--- src/rtl/tl_pkg.sv ---
// Shared TileLink-UL definitions: opcode constants, master FSM state
// encoding, transfer-size type and the expected-response helper.
// No ports (package).
package tl_pkg;

    localparam logic [2:0] TL_GET             = 3'd4;
    localparam logic [2:0] TL_PUT_FULL_DATA   = 3'd0;
    localparam logic [2:0] TL_ACCESS_ACK      = 3'd0;
    localparam logic [2:0] TL_ACCESS_ACK_DATA = 3'd1;

    localparam int SOURCE_W = 8;

    typedef logic [1:0] tl_size_t;

    typedef enum logic [1:0] {
        S_IDLE = 2'd0,
        S_REQ  = 2'd1,
        S_WAIT = 2'd2,
        S_RESP = 2'd3
    } tl_state_e;

    // D-channel opcode a well-behaved slave answers with for a given request kind.
    function automatic logic [2:0] tl_expected_d_opcode(input logic is_write);
        if (is_write) begin
            return TL_ACCESS_ACK;
        end else begin
            return TL_ACCESS_ACK_DATA;
        end
    endfunction

endpackage

--- src/rtl/tilelink.sv ---
// TileLink-UL link bundle (A and D channels, single 64-bit beat).
// Modports: master (drives A fields and d_ready), slave (drives a_ready and D fields).
interface tilelink;
    import tl_pkg::*;

    logic                a_valid;
    logic                a_ready;
    logic [2:0]          a_opcode;
    logic [2:0]          a_param;
    tl_size_t            a_size;
    logic [SOURCE_W-1:0] a_source;
    logic [63:0]         a_address;
    logic [7:0]          a_mask;
    logic [63:0]         a_data;
    logic                a_corrupt;

    logic                d_valid;
    logic                d_ready;
    logic [2:0]          d_opcode;
    logic [1:0]          d_param;
    tl_size_t            d_size;
    logic [SOURCE_W-1:0] d_source;
    logic                d_denied;
    logic [63:0]         d_data;
    logic                d_corrupt;

    modport master (
        output a_valid, a_opcode, a_param, a_size, a_source, a_address, a_mask, a_data, a_corrupt,
        input  a_ready,
        input  d_valid, d_opcode, d_param, d_size, d_source, d_denied, d_data, d_corrupt,
        output d_ready
    );

    modport slave (
        input  a_valid, a_opcode, a_param, a_size, a_source, a_address, a_mask, a_data, a_corrupt,
        output a_ready,
        output d_valid, d_opcode, d_param, d_size, d_source, d_denied, d_data, d_corrupt,
        input  d_ready
    );

endinterface

--- src/rtl/tl_mask_gen.sv ---
// Byte-lane mask generator for a naturally aligned single-beat access.
// Ports: size (log2 bytes, 0..3), addr_lo (address bits [2:0]), mask (8-bit byte enables).
// Purely combinational; low address bits below the transfer size are ignored.
module tl_mask_gen
    import tl_pkg::*;
(
    input  tl_size_t   size,
    input  logic [2:0] addr_lo,
    output logic [7:0] mask
);

    // Shift a size-wide run of ones to the aligned lane selected by addr_lo.
    always_comb begin
        mask = 8'h00;
        case (size)
            2'd0:    mask = 8'h01 << addr_lo;
            2'd1:    mask = 8'h03 << {addr_lo[2:1], 1'b0};
            2'd2:    mask = 8'h0F << {addr_lo[2], 2'b00};
            2'd3:    mask = 8'hFF;
            default: mask = 8'h00;
        endcase
    end

endmodule

--- src/rtl/tl_ul_master.sv ---
// TileLink-UL initiator: converts one client read/write request into a single
// Get/PutFullData A beat and returns the matching D response as a one-cycle pulse.
// One transaction outstanding at a time.
// Ports: clk, rst_n (synchronous, active-low); client side req_valid/req_ready/
//   req_write/req_addr/req_size/req_wdata and rsp_valid/rsp_data/rsp_err;
//   bus (tilelink.master modport).
// Optional feature macro: TL_MASTER_TIMEOUT_EN -- abort S_WAIT after
//   TIMEOUT_CYCLES cycles with rsp_err=1. Without it S_WAIT waits indefinitely.
module tl_ul_master
    import tl_pkg::*;
#(
    parameter int unsigned SOURCE_ID      = 0,
    parameter int unsigned TIMEOUT_CYCLES = 1024
) (
    input  logic        clk,
    input  logic        rst_n,
    input  logic        req_valid,
    output logic        req_ready,
    input  logic        req_write,
    input  logic [63:0] req_addr,
    input  tl_size_t    req_size,
    input  logic [63:0] req_wdata,
    output logic        rsp_valid,
    output logic [63:0] rsp_data,
    output logic        rsp_err,
    tilelink.master     bus
);

    tl_state_e   state_r, state_s;
    logic        req_ready_r, a_valid_r, d_ready_r, rsp_valid_r, rsp_err_r;
    logic        write_r;
    logic [2:0]  a_opcode_r;
    tl_size_t    a_size_r;
    logic [63:0] a_address_r, a_data_r, rsp_data_r;
    logic [7:0]  a_mask_r, mask_s;
    logic        d_hit_s, timeout_s, rsp_load_s, rsp_err_s;
    logic [63:0] rsp_data_s;
    logic        unused_d_fields_s;

    assign unused_d_fields_s = ^{bus.d_param, bus.d_size};

    tl_mask_gen u_mask_gen (
        .size    (req_size),
        .addr_lo (req_addr[2:0]),
        .mask    (mask_s)
    );

    // Only beats tagged with our source count as our response.
    assign d_hit_s = bus.d_valid && (bus.d_source == SOURCE_W'(SOURCE_ID));

`ifdef TL_MASTER_TIMEOUT_EN
    logic [31:0] wait_cnt_r;

    // Wait-cycle counter: held at zero outside S_WAIT, so it starts from zero on entry.
    always_ff @(posedge clk) begin
        if (!rst_n) begin
            wait_cnt_r <= 32'd0;
        end else if (state_r != S_WAIT) begin
            wait_cnt_r <= 32'd0;
        end else begin
            wait_cnt_r <= wait_cnt_r + 32'd1;
        end
    end

    assign timeout_s = (state_r == S_WAIT) && (wait_cnt_r == 32'(TIMEOUT_CYCLES - 1));
`else
    localparam int unsigned timeout_cycles_unused = TIMEOUT_CYCLES;
    assign timeout_s = 1'b0;
`endif

    // Next-state logic and the response value to capture on leaving S_WAIT.
    always_comb begin
        state_s    = state_r;
        rsp_load_s = 1'b0;
        rsp_data_s = 64'h0;
        rsp_err_s  = 1'b0;
        case (state_r)
            S_IDLE: begin
                if (req_valid) begin
                    state_s = S_REQ;
                end else begin
                    state_s = S_IDLE;
                end
            end
            S_REQ: begin
                if (bus.a_ready) begin
                    state_s = S_WAIT;
                end else begin
                    state_s = S_REQ;
                end
            end
            S_WAIT: begin
                if (d_hit_s) begin
                    state_s    = S_RESP;
                    rsp_load_s = 1'b1;
                    rsp_err_s  = bus.d_denied | bus.d_corrupt |
                                 (bus.d_opcode != tl_expected_d_opcode(write_r));
                    if (write_r) begin
                        rsp_data_s = 64'h0;
                    end else begin
                        rsp_data_s = bus.d_data;
                    end
                end else if (timeout_s) begin
                    state_s    = S_RESP;
                    rsp_load_s = 1'b1;
                    rsp_err_s  = 1'b1;
                end else begin
                    state_s = S_WAIT;
                end
            end
            S_RESP:  state_s = S_IDLE;
            default: state_s = S_IDLE;
        endcase
    end

    // State, registered handshake outputs, request capture and response capture.
    always_ff @(posedge clk) begin
        if (!rst_n) begin
            state_r     <= S_IDLE;
            req_ready_r <= 1'b1;
            a_valid_r   <= 1'b0;
            d_ready_r   <= 1'b0;
            rsp_valid_r <= 1'b0;
            rsp_data_r  <= 64'h0;
            rsp_err_r   <= 1'b0;
            write_r     <= 1'b0;
            a_opcode_r  <= 3'd0;
            a_size_r    <= 2'd0;
            a_address_r <= 64'h0;
            a_mask_r    <= 8'h00;
            a_data_r    <= 64'h0;
        end else begin
            state_r     <= state_s;
            req_ready_r <= (state_s == S_IDLE);
            a_valid_r   <= (state_s == S_REQ);
            d_ready_r   <= (state_s == S_WAIT);
            rsp_valid_r <= (state_s == S_RESP);
            if (state_r == S_IDLE && req_valid) begin
                write_r     <= req_write;
                a_opcode_r  <= req_write ? TL_PUT_FULL_DATA : TL_GET;
                a_size_r    <= req_size;
                a_address_r <= req_addr;
                a_mask_r    <= mask_s;
                a_data_r    <= req_write ? req_wdata : 64'h0;
            end
            if (rsp_load_s) begin
                rsp_data_r <= rsp_data_s;
                rsp_err_r  <= rsp_err_s;
            end
        end
    end

    assign req_ready     = req_ready_r;
    assign rsp_valid     = rsp_valid_r;
    assign rsp_data      = rsp_data_r;
    assign rsp_err       = rsp_err_r;
    assign bus.a_valid   = a_valid_r;
    assign bus.a_opcode  = a_opcode_r;
    assign bus.a_param   = 3'd0;
    assign bus.a_size    = a_size_r;
    assign bus.a_source  = SOURCE_W'(SOURCE_ID);
    assign bus.a_address = a_address_r;
    assign bus.a_mask    = a_mask_r;
    assign bus.a_data    = a_data_r;
    assign bus.a_corrupt = 1'b0;
    assign bus.d_ready   = d_ready_r;

endmodule

--- src/flat_wrapper.sv ---
// flat-port wrapper written by rule: the top's interface ports become plain ports
module tl_ul_master_flat import tl_pkg::*;
#(
    parameter int unsigned SOURCE_ID      = 0,
    parameter int unsigned TIMEOUT_CYCLES = 1024
)
  (clk, rst_n, req_valid, req_ready, req_write, req_addr, req_size, req_wdata, rsp_valid, rsp_data, rsp_err, bus_a_valid, bus_a_opcode, bus_a_param, bus_a_size, bus_a_source, bus_a_address, bus_a_mask, bus_a_data, bus_a_corrupt, bus_a_ready, bus_d_valid, bus_d_opcode, bus_d_param, bus_d_size, bus_d_source, bus_d_denied, bus_d_data, bus_d_corrupt, bus_d_ready);
  tilelink bus_i ();
  input  logic clk;
  input  logic rst_n;
  input  logic req_valid;
  output logic req_ready;
  input  logic req_write;
  input  logic [63:0] req_addr;
  input  tl_size_t req_size;
  input  logic [63:0] req_wdata;
  output logic rsp_valid;
  output logic [63:0] rsp_data;
  output logic rsp_err;
  output wire logic [$bits(bus_i.a_valid)-1:0] bus_a_valid;
  output wire logic [$bits(bus_i.a_opcode)-1:0] bus_a_opcode;
  output wire logic [$bits(bus_i.a_param)-1:0] bus_a_param;
  output wire logic [$bits(bus_i.a_size)-1:0] bus_a_size;
  output wire logic [$bits(bus_i.a_source)-1:0] bus_a_source;
  output wire logic [$bits(bus_i.a_address)-1:0] bus_a_address;
  output wire logic [$bits(bus_i.a_mask)-1:0] bus_a_mask;
  output wire logic [$bits(bus_i.a_data)-1:0] bus_a_data;
  output wire logic [$bits(bus_i.a_corrupt)-1:0] bus_a_corrupt;
  input wire logic [$bits(bus_i.a_ready)-1:0] bus_a_ready;
  input wire logic [$bits(bus_i.d_valid)-1:0] bus_d_valid;
  input wire logic [$bits(bus_i.d_opcode)-1:0] bus_d_opcode;
  input wire logic [$bits(bus_i.d_param)-1:0] bus_d_param;
  input wire logic [$bits(bus_i.d_size)-1:0] bus_d_size;
  input wire logic [$bits(bus_i.d_source)-1:0] bus_d_source;
  input wire logic [$bits(bus_i.d_denied)-1:0] bus_d_denied;
  input wire logic [$bits(bus_i.d_data)-1:0] bus_d_data;
  input wire logic [$bits(bus_i.d_corrupt)-1:0] bus_d_corrupt;
  output wire logic [$bits(bus_i.d_ready)-1:0] bus_d_ready;
  assign bus_a_valid = bus_i.a_valid;
  assign bus_a_opcode = bus_i.a_opcode;
  assign bus_a_param = bus_i.a_param;
  assign bus_a_size = bus_i.a_size;
  assign bus_a_source = bus_i.a_source;
  assign bus_a_address = bus_i.a_address;
  assign bus_a_mask = bus_i.a_mask;
  assign bus_a_data = bus_i.a_data;
  assign bus_a_corrupt = bus_i.a_corrupt;
  assign bus_i.a_ready = bus_a_ready;
  assign bus_i.d_valid = bus_d_valid;
  assign bus_i.d_opcode = bus_d_opcode;
  assign bus_i.d_param = bus_d_param;
  assign bus_i.d_size = bus_d_size;
  assign bus_i.d_source = bus_d_source;
  assign bus_i.d_denied = bus_d_denied;
  assign bus_i.d_data = bus_d_data;
  assign bus_i.d_corrupt = bus_d_corrupt;
  assign bus_d_ready = bus_i.d_ready;
  tl_ul_master #(.SOURCE_ID(SOURCE_ID), .TIMEOUT_CYCLES(TIMEOUT_CYCLES)) u_core (.clk(clk), .rst_n(rst_n), .req_valid(req_valid), .req_ready(req_ready), .req_write(req_write), .req_addr(req_addr), .req_size(req_size), .req_wdata(req_wdata), .rsp_valid(rsp_valid), .rsp_data(rsp_data), .rsp_err(rsp_err), .bus(bus_i));
endmodule
--- config.mk ---
export PLATFORM = sky130hd
export DESIGN_NAME = tl_ul_master_flat
export DESIGN_NICKNAME = d
export VERILOG_FILES = /design/src/rtl/tl_pkg.sv /design/src/rtl/tilelink.sv /design/src/rtl/tl_mask_gen.sv /design/src/rtl/tl_ul_master.sv /design/src/flat_wrapper.sv
export SDC_FILE = /design/constraint.sdc
export NUM_CORES = 1
export LEC_CHECK = 0
export CAP_MARGIN = 40
export CELL_PAD_IN_SITES_DETAIL_PLACEMENT = 1
export CELL_PAD_IN_SITES_GLOBAL_PLACEMENT = 1
export CORE_MARGIN = 4
export CORE_UTILIZATION = 27
export DETAILED_ROUTE_END_ITERATION = 10
export HOLD_SLACK_MARGIN = 0.12
export PLACE_DENSITY = 0.91
export RECOVER_POWER = 25
export SLEW_MARGIN = 20
export SYNTH_ARGS = -nofsm -noshare
export SYNTH_HDL_FRONTEND = slang
export SYNTH_SLANG_ARGS = --single-unit
--- constraint.sdc ---
create_clock -name clk -period 1.81 [get_ports clk]
set_input_delay 0.2715 -clock clk [delete_from_list [all_inputs] [get_ports clk]]
set_output_delay 0.2715 -clock clk [all_outputs]
set_load 0.02 [all_outputs]
==> impl_metrics.py <==
metrics = {
    "setup_path": {
        "worst-r2r-setup-slack_ns": 0.14,
        "worstPathMaxFanout": 2,
        "reg2reg_depth": 4,
        "cp-start-kind": "register",
        "cp_slowest_cell": "clkdlybuf4s50_1",
        "setup.worst_path.class": "reg -> out",
        "path_buf_inv": 1,
        "max_stage_delay_ns": 0.65,
        "r2r_end": "u_core.bus.a_data[15]",
        "worstPathArrival_ns": 1.51,
        "reg2reg_from": "u_core.state_r[0]",
        "required_ns": 1.54,
        "cp.depth": 1,
        "cp_top_family": "buffers and inverters",
        "end_kind": "primary output",
        "cp_cell_sequence": "clkdlybuf4s50_1",
    },
    "power_and_ir_drop": {
        "p_int_mw": 9.22,
        "p_clk_share_pct": 43.6,
        "combPwrFrac_pct": 16.1,
        "p_per_area_nw_per_um2": 914,
        "power_switching_mw": 3.10,
        "vdd_drop_max_v": 0.000593,
        "leakage_nw": 4.90,
        "p_seq_share_pct": 40.3,
        "swShare_pct": 25.2,
        "power_mw": 12.3,
    },
    "clock_network": {
        "clock_latency_ns": 0.51,
        "cts_buffer_depth": 3,
        "cts.sinks": 211,
        "cts_root_buf": "clkbuf_16",
        "clk_pin_slew_worst_paths_ns": 0.06,
        "h-tree-depth": 1,
        "numCtsBuffers": 25,
        "tritoncts": "built",
    },
    "final_layout": {
        "drive_above_1_share_pct": 5.90,
        "synthToLayoutAreaGrowth_pct": 67.8,
        "finalCoreUtilization_pct": 46.4,
        "nets": 1573,
        "fin_cells": 1759,
    },
    "min_path": {
        "whs_path_depth": 3,
        "min_path_type": "in -> reg",
        "min_from": "req_write",
        "holdPathEnd": "u_core.bus.a_data[2]",
    },
    "outcome": {
        "status": "finished clean",
    },
    "yosys": {
        "synth_most_common_cell": "nand2_1",
        "synth_common_cells": "nand2_1, dfxtp_1, a21boi_0",
        "synth.top_cell.area_share_pct": 52.6,
        "syn_area_um2": 8030,
        "syn_inst": 961,
        "yosys_warnings": 0,
        "avgSynthCellArea_um2": 8.36,
        "synth-seq-cells": 211,
        "yosys.area.top_type": "dfxtp_1",
        "synthFlopType": "dfxtp_1",
        "ys_types": 32,
        "synth.area.top_cells": "dfxtp_1, nand2_1, a21boi_0",
        "synth-edff-count": 0,
        "async_flop_share_pct": 0,
        "yosysSeqAreaShare_pct": 52.6,
    },
    "timing": {
        "hold_viol_final": 0,
        "finClkSkew_ns": 0.00829,
        "worst_pin_slew_ns": 0.699,
        "slew_headroom_pct": 53.4,
        "final.setup.tns_ns": 0,
        "setup_ws_ns": 0.0317,
        "max_freq_ghz": 0.562,
        "fin_crit_ns": 1.78,
        "post-route-period-util_pct": 98.3,
        "finalSetupViolCount": 0,
        "rsz0062_at_grt": "false",
        "slew_violations": 0,
    },
    "floorplanning": {
        "initial_utilization_pct": 27.7,
        "die_h_um": 180,
        "rows": 62,
        "die_w_um": 180,
        "core_area_um2": 29000,
        "die_area_um2": 32600,
        "num_io_pins": 439,
    },
    "route": {
        "routed_via_density": 4.70,
        "route.detailed.drc": 0,
        "ant_nets": 0,
        "dr_total_vias": 8272,
        "finalWirelength_um": 32800,
        "wire_per_inst_um": 18.7,
        "drtIter0Drc": 274,
        "drtPass1Iterations": 4,
    },
    "place": {
        "place_inst": 1711,
        "hpwl_um": 23600,
        "place.gp.congestion": 0.810,
        "dp_slack_ns": -0.197,
        "port_buffers": 420,
    },
    "global_route": {
        "grt_max_degree": 94,
        "grt-ovfl-total": 0,
        "antenna_found_initial": 1,
        "grt.total_usage_pct": 19.0,
        "grt_pass1_vias": 9025,
        "grt_pass1_wl_um": 50300,
    },
    "job": {
        "drv_cap": 0,
    },
}
-- per-stage QoR --
stage                     hold slack (ns)  cell area (um^2)
after floorplan                     0.411              8080
after global placement              0.447             12700
after detailed placement            0.457             12700
after CTS                           0.155             13600
after global routing                0.185             13500
final                               0.193             13500
-- sequential cells by signal, summed over array words and instances, names as in the netlist --
signal,count
u_core.bus.a_address,64
u_core.bus.a_data,64
u_core.bus.a_mask,8
u_core.bus.a_opcode,1
u_core.bus.a_size,2
u_core.bus.a_valid,1
u_core.bus.d_ready,1
u_core.req_ready,1
u_core.rsp_data,64
u_core.rsp_err,1
u_core.rsp_valid,1
u_core.state_r,2
u_core.write_r,1
-- worst max path at each step --
| stage | slack, ns | endpoint | startpoint |
|---|---|---|---|
| after global placement | -0.08 | u_core.rsp_data[29] | bus_d_source[5] |
| after detailed placement | -0.20 | u_core.bus.a_address[21] | req_valid |
| after floorplan | 0.35 | u_core.rsp_data[31] | u_core.state_r[0] |
| after CTS | 0.0003 | rsp_data[24] | u_core.rsp_data[24] |
| after global routing | 0.0007 | bus_a_data[44] | u_core.bus.a_data[44] |
| final | 0.03 | bus_a_data[43] | u_core.bus.a_data[43] |
-- power by group through the flow --
stage	Sequential, mW	Clock, mW	Combinational [mW]
after CTS	4.96	5.53	2.03
after global placement	5.04	0	1.96
final	4.96	5.37	1.98
after global routing	4.98	5.69	2.13
after detailed placement	5.06	0	2.01
after floorplan	5.27	0	0.636
-- metal layers --
layer  vias up  GRT usage, %  share of wire, %
met5         -             0                 0
met4         0          7.59               4.7
met3        75          5.33               6.8
met2       313          35.8                51
met1      3922          19.7                37
li1       3962             -                 -
-- area by class of cell --
| cell class | count | area, um^2 |
|---|---|---|
| timing repair buffer | 452 | 4470 |
| multi-input combinational | 663 | 3400 |
| inverter | 3 | 11.3 |
| tap | 384 | 480 |
| clock buffer | 36 | 737 |
| fill | 3372 | 15500 |
| clock inverter | 9 | 150 |
| antenna | 1 | 2.50 |
| sequential | 211 | 4230 |
-- logic make-up (layout without fill, tap and decap cells) --
group,after synthesis,in the layout,share of synthesized area [%]
xor gates and xnor gates,1,1,0.109
DFF,211,211,52.6
muxes,2,2,0.249
other,1,15,0.0467
buffers and inverters,101,500,6.11
AOI/OAI and AO/OA,218,218,17.9
and+or+nand+nor,427,428,23.0
-- cell usage in the layout, fill, tap and decap left out, types with 2 or more instances in the layout --
cell type / instances
o31ai_1: 3
clkbuf_8: 7
a21boi_0: 132
and2_1: 3
nor2b_1: 3
a21o_1: 2
clkinvlp_4: 2
clkbuf_4: 2
nand3_1: 129
clkbuf_16: 25
conb_1: 14
and2_0: 4
clkdlybuf4s50_1: 395
bufinv_16: 4
inv_1: 3
o21ai_0: 74
clkbuf_1: 17
buf_6: 2
mux2i_1: 2
nand2b_1: 3
dfxtp_2: 2
dfxtp_1: 209
nor2_1: 2
dlygate4sd2_1: 12
a21oi_1: 5
buf_12: 9
nand2_1: 272
clkinv_2: 3
buf_4: 17
-- timing repair --
item / in CTS / in global routing
hold endpoints to repair: 1 / 0
endpoints found under the setup margin: 12 / 40
gates resized for setup: 12 / 13
cloned: 0 / 1
hold buffers: 1 / 0
setup buffers: 0 / 0
pin swaps: 0 / 1
Power figures use the tool's default switching activity.
